===== src/rtl/intersection_phase_scheduler.sv =====
// intersection_phase_scheduler: NS/EW/walk phase sequencer with emergency preemption
module intersection_phase_scheduler #(
    parameter int GREEN_MIN = 10,
    parameter int GREEN_MAX = 30,
    parameter int YELLOW_T  = 4,
    parameter int ALLRED_T  = 2,
    parameter int WALK_T    = 8,
    parameter int CNT_W     = 8
) (
    input  logic       clk,
    input  logic       rst,
    input  logic       ns_car,
    input  logic       ew_car,
    input  logic       ped_req,
    input  logic       emg_req,
    input  logic       emg_dir,
    output logic [2:0] ns_light,
    output logic [2:0] ew_light,
    output logic       walk,
    output logic       ped_ack,
    output logic [2:0] phase
);
    typedef enum logic [2:0] {
        NS_G = 3'd0,
        NS_Y = 3'd1,
        AR   = 3'd2,
        EW_G = 3'd3,
        EW_Y = 3'd4,
        WALK = 3'd5
    } state_t;

    localparam logic [CNT_W-1:0] L_GMIN = CNT_W'(GREEN_MIN - 1);
    localparam logic [CNT_W-1:0] L_GMAX = CNT_W'(GREEN_MAX - 1);
    localparam logic [CNT_W-1:0] L_YEL  = CNT_W'(YELLOW_T - 1);
    localparam logic [CNT_W-1:0] L_AR   = CNT_W'(ALLRED_T - 1);
    localparam logic [CNT_W-1:0] L_WALK = CNT_W'(WALK_T - 1);

    state_t           r_state;
    state_t           w_next;
    state_t           w_dir_green;
    logic [CNT_W-1:0] r_timer;
    logic             r_ped_pend;
    logic             r_next_dir;
    logic             r_ped_ack;
    logic             w_ns_cross;
    logic             w_ew_cross;
    logic             w_walk_entry;

    assign w_ns_cross   = ew_car | r_ped_pend;
    assign w_ew_cross   = ns_car | r_ped_pend;
    assign w_dir_green  = r_next_dir ? EW_G : NS_G;
    assign w_walk_entry = (w_next == WALK) && (r_state != WALK);

    // next phase: greens yield to cross demand, emergencies preempt, walk is served from all-red
    always_comb begin
        w_next = r_state;
        case (r_state)
            NS_G: begin
                if (emg_req)
                    w_next = emg_dir ? NS_Y : NS_G;
                else if (w_ns_cross && ((r_timer >= L_GMIN && !ns_car) || r_timer >= L_GMAX))
                    w_next = NS_Y;
            end
            EW_G: begin
                if (emg_req)
                    w_next = emg_dir ? EW_G : EW_Y;
                else if (w_ew_cross && ((r_timer >= L_GMIN && !ew_car) || r_timer >= L_GMAX))
                    w_next = EW_Y;
            end
            NS_Y, EW_Y: w_next = (r_timer == L_YEL) ? AR : r_state;
            AR: begin
                if (r_timer == L_AR)
                    w_next = emg_req ? (emg_dir ? EW_G : NS_G) : r_ped_pend ? WALK : w_dir_green;
            end
            WALK: w_next = emg_req ? AR : (r_timer == L_WALK) ? w_dir_green : WALK;
            default: w_next = AR;
        endcase
    end

    // phase register and saturating phase timer that restarts on every phase change
    always_ff @(posedge clk or negedge rst) begin
        if (!rst) begin
            r_state <= AR;
            r_timer <= '0;
        end else begin
            r_state <= w_next;
            r_timer <= (w_next != r_state) ? '0 : (&r_timer) ? r_timer : r_timer + CNT_W'(1);
        end
    end

    // pedestrian latch, direction to serve after all-red, and walk acknowledge pulse
    always_ff @(posedge clk or negedge rst) begin
        if (!rst) begin
            r_ped_pend <= 1'b0;
            r_next_dir <= 1'b0;
            r_ped_ack  <= 1'b0;
        end else begin
            r_ped_pend <= w_walk_entry ? 1'b0 : (ped_req && r_state != WALK) ? 1'b1 : r_ped_pend;
            r_next_dir <= (w_next == NS_Y && r_state != NS_Y) ? 1'b1 :
                          (w_next == EW_Y && r_state != EW_Y) ? 1'b0 : r_next_dir;
            r_ped_ack  <= w_walk_entry;
        end
    end

    // lamp decode from the registered phase
    always_comb begin
        ns_light = (r_state == NS_G) ? 3'b001 : (r_state == NS_Y) ? 3'b010 : 3'b100;
        ew_light = (r_state == EW_G) ? 3'b001 : (r_state == EW_Y) ? 3'b010 : 3'b100;
        walk     = (r_state == WALK);
        ped_ack  = r_ped_ack;
        phase    = r_state;
    end
endmodule

===== config.mk =====
export PLATFORM = sky130hd
export DESIGN_NAME = intersection_phase_scheduler
export DESIGN_NICKNAME = d
export VERILOG_FILES = /design/src/rtl/intersection_phase_scheduler.sv
export SDC_FILE = /design/constraint.sdc
export NUM_CORES = 1
export LEC_CHECK = 0
export BUFFER_PORTS_ARGS = -buffer_cell sky130_fd_sc_hd__buf_2
export CAP_MARGIN = 40
export CORE_UTILIZATION = 55
export DETAILED_ROUTE_END_ITERATION = 6
export PLACE_DENSITY = 0.78
export SLEW_MARGIN = 20
export SYNTH_ARGS = -nofsm -noshare
export SYNTH_HDL_FRONTEND = slang
export SYNTH_SLANG_ARGS = --single-unit

===== constraint.sdc =====
create_clock -name clk -period 3.2 [get_ports clk]
set_clock_uncertainty 0.15 [all_clocks]
set_input_delay 0.64 -clock clk [delete_from_list [all_inputs] [get_ports clk]]
set_output_delay 0.64 -clock clk [all_outputs]
set_load 0.05 [all_outputs]

==> results.ini <==
[outcome]
outcome=finished, final reports clean

[global_routing]
grt_util_met1_pct=38.70
grt_max_degree=15
busiest_layer=met1
met3_usage_pct=5.385
grt_overflow=0
antenna_found_initial=0
met2_usage_pct=37.78
grt_pass1_vias=907
grt_util_all_layers_pct=26.46
grt_first_pass_wirelength_um=4084

[finish]
syn_to_final_growth_pct=10.57
diodes=0
multi_input_area_um2=699.4
mostFrequentLayoutCells=17 x buf_2, 13 x nor2_1, 13 x dfrtp_1
fillers=154
fin_nets=148
drive_above_1_share_pct=25.55
layout_commonest_cell=buf_2
regArea_um2=351.6

[clocking]
path_clk_slew_ps=90
htree_levels=1
cts.sinks=14
postCtsHoldBufs=0
cts_resized=0
insertion_delay_ps=290
tritoncts=built
clock_path_buffers=2
cts-buffers-inserted=3
cts_setup_buffers=0
cts-root-buf=clkbuf_4

[critical_path]
cp_num_cells=7
path_class=reg2reg
rrSetupSlack_ps=580
crit_end=r_timer[1]$_DFFE_PN0P_
worstPathCellList=ha_1 -> nor4b_1 -> a21boi_0 -> o32a_1 -> or3b_1 -> o211ai_4 -> nor3_1
path_max_fanout=9
path_buf_inv=0
crit_required_ps=3220
rr_endpoint=r_timer[1]$_DFFE_PN0P_
cp_slowest_stage_delay_ps=480
r2r-start=r_timer[0]$_DFFE_PN0P_
crit_start=r_timer[0]$_DFFE_PN0P_
cp_top_family=simple AND/OR/NAND/NOR gates
cp_slowest_cell=dfrtp_1
end_kind=flop
crit_arrival_ps=2640
ff2ff_path_depth=7
critPathLaunchType=flop

[logic_synthesis]
synthArstFlopShare_pct=100.0
syn_inst=123
ys_types=52
synth_top_area_share_pct=29.25
ys_ff_latch=14
synth_area_um2=1112
netlist_top_cells_area=dfrtp_1 29%, nor2_1 4.4%, ha_1 3.4%
yosysSeqAreaShare_pct=31.61
ys_warn_count=0
synthesis.nets=133
synth_edf_count=0
synth_top_area_cell=dfrtp_1
synth_area_per_cell_um2=9.043
synth-main-ff-cell=dfrtp_1

[sta]
rsz0062_at_grt=false
min_period_ps=2622
final_max_slew_viol_count=0
worst_pin_slew_ps=494.9
timing.final.crit_share_pct=81.93
finalSetupViolations=0
hold_viol_final=0
finalSetupTns_ps=0
clock.fmax_mhz=381.4
slew_headroom_pct=66.86

[route]
drtPass1Iterations=4
drc_errors=0
wirelength_um=2592
wl_per_cell_um=16.00
via_per_inst=6.327
dr_total_vias=1025
ant_nets=0
drtIter0Drc=58

[floorplan]
io_pins=18
coreArea_um2=1802
design.die.area_um2=2206
initial_core_util_pct=61.74
die_w_um=46.97
num_rows=15
die_y_um=46.97

[placed_design]
place.port_buffers=17
place_congestion=1.033
dpl.hpwl_um=1861

[power_and_ir_drop]
p_per_area_nw_per_um2=952.6
fin_total_pwr_w=0.001172
leakagePower_nw=0.5298
irDropWorstVdd_mv=0.8386

[run]
cap_violations=0

[worst_hold_path]
hold_path_class=in2async

[Yosys cell counts, types with 2 or more instances]
master    count
nor2_1       13
ha_1          3
nand4_1       4
o311a_1       2
dfrtp_1      13
a211oi_1      2
o21ai_0       2
inv_1         7
nor3b_2       3
a31oi_1       2
buf_2         5
a21oi_1       6
xnor2_1       3
nand2b_1      2
o31ai_1       2
nand3_1       5
nor2b_1       2
nor3_1        5
o211ai_1      2
nand2_1       7
nor3_4        2
[where the power goes]
part / internal [W] / switching [W]
Combinational: 0.000245 / 0.000480
Clock: 0.0000694 / 0.0000649
Sequential: 0.000220 / 0.0000924
[per-layer routing]
layer  routed length [um]  vias to the layer above
met5                    0                        -
met4                   42                        0
met3                  212                        5
met2                 1189                       50
met1                 1147                      482
li1                     -                      488
[sequential cells by signal, summed over array words and instances, names as in the netlist]
register	count
r_timer	8
phase	3
ped_ack	1
r_next_dir	1
r_ped_pend	1
[cell families after synthesis]
family,Yosys count,share of synthesized area [%]
AO/OA/AOI/OAI,29,21.71
AND/OR/NAND/NOR,58,33.30
buffers and inverters,14,5.961
flip-flops,14,31.61
adder cells (fa/ha/maj),3,3.375
XOR/XNOR,4,3.150
multiplexers,1,0.8999
[area by class of cell]
class / instances / area share [%]
repair buffers: 17 / 6.918
multi-input cells: 95 / 56.87
inverters: 7 / 2.136
flip-flops and latches: 14 / 28.59
clock buffers: 4 / 2.950
well taps: 25 / 2.543
[per-stage QoR]
step | instance area [um^2] | cells | hold WS (ps) | worst slack [ps] | util [%]
4_1_cts | 1230 | 162 | 92.36 | 618.4 | 68.26
3_3_place_gp | 1194 | 158 | 403.2 | 687.0 | 66.25
2_1_floorplan | 1117 | 123 | 194.4 | 246.2 | -
3_5_place_dp | 1194 | 158 | 406.8 | 669.7 | 66.25
5_1_grt | 1230 | 162 | 108.0 | 357.5 | 68.26
6_report | 1230 | 162 | 80.92 | 578.3 | 68.26
[worst min path at each step]
stage	from	endpoint	slack, ps	cells after the start
4_1_cts	rst	r_timer[7]$_DFFE_PN0P_	90	1
3_3_place_gp	rst	r_ped_pend$_DFFE_PN0P_	400	1
6_report	rst	r_timer[7]$_DFFE_PN0P_	80	1
3_5_place_dp	rst	r_ped_pend$_DFFE_PN0P_	410	1
5_1_grt	rst	r_timer[4]$_DFFE_PN0P_	110	1
2_1_floorplan	rst	ped_ack$_DFF_PN0_	190	0
No activity file was read; power rests on OpenSTA's default activity.
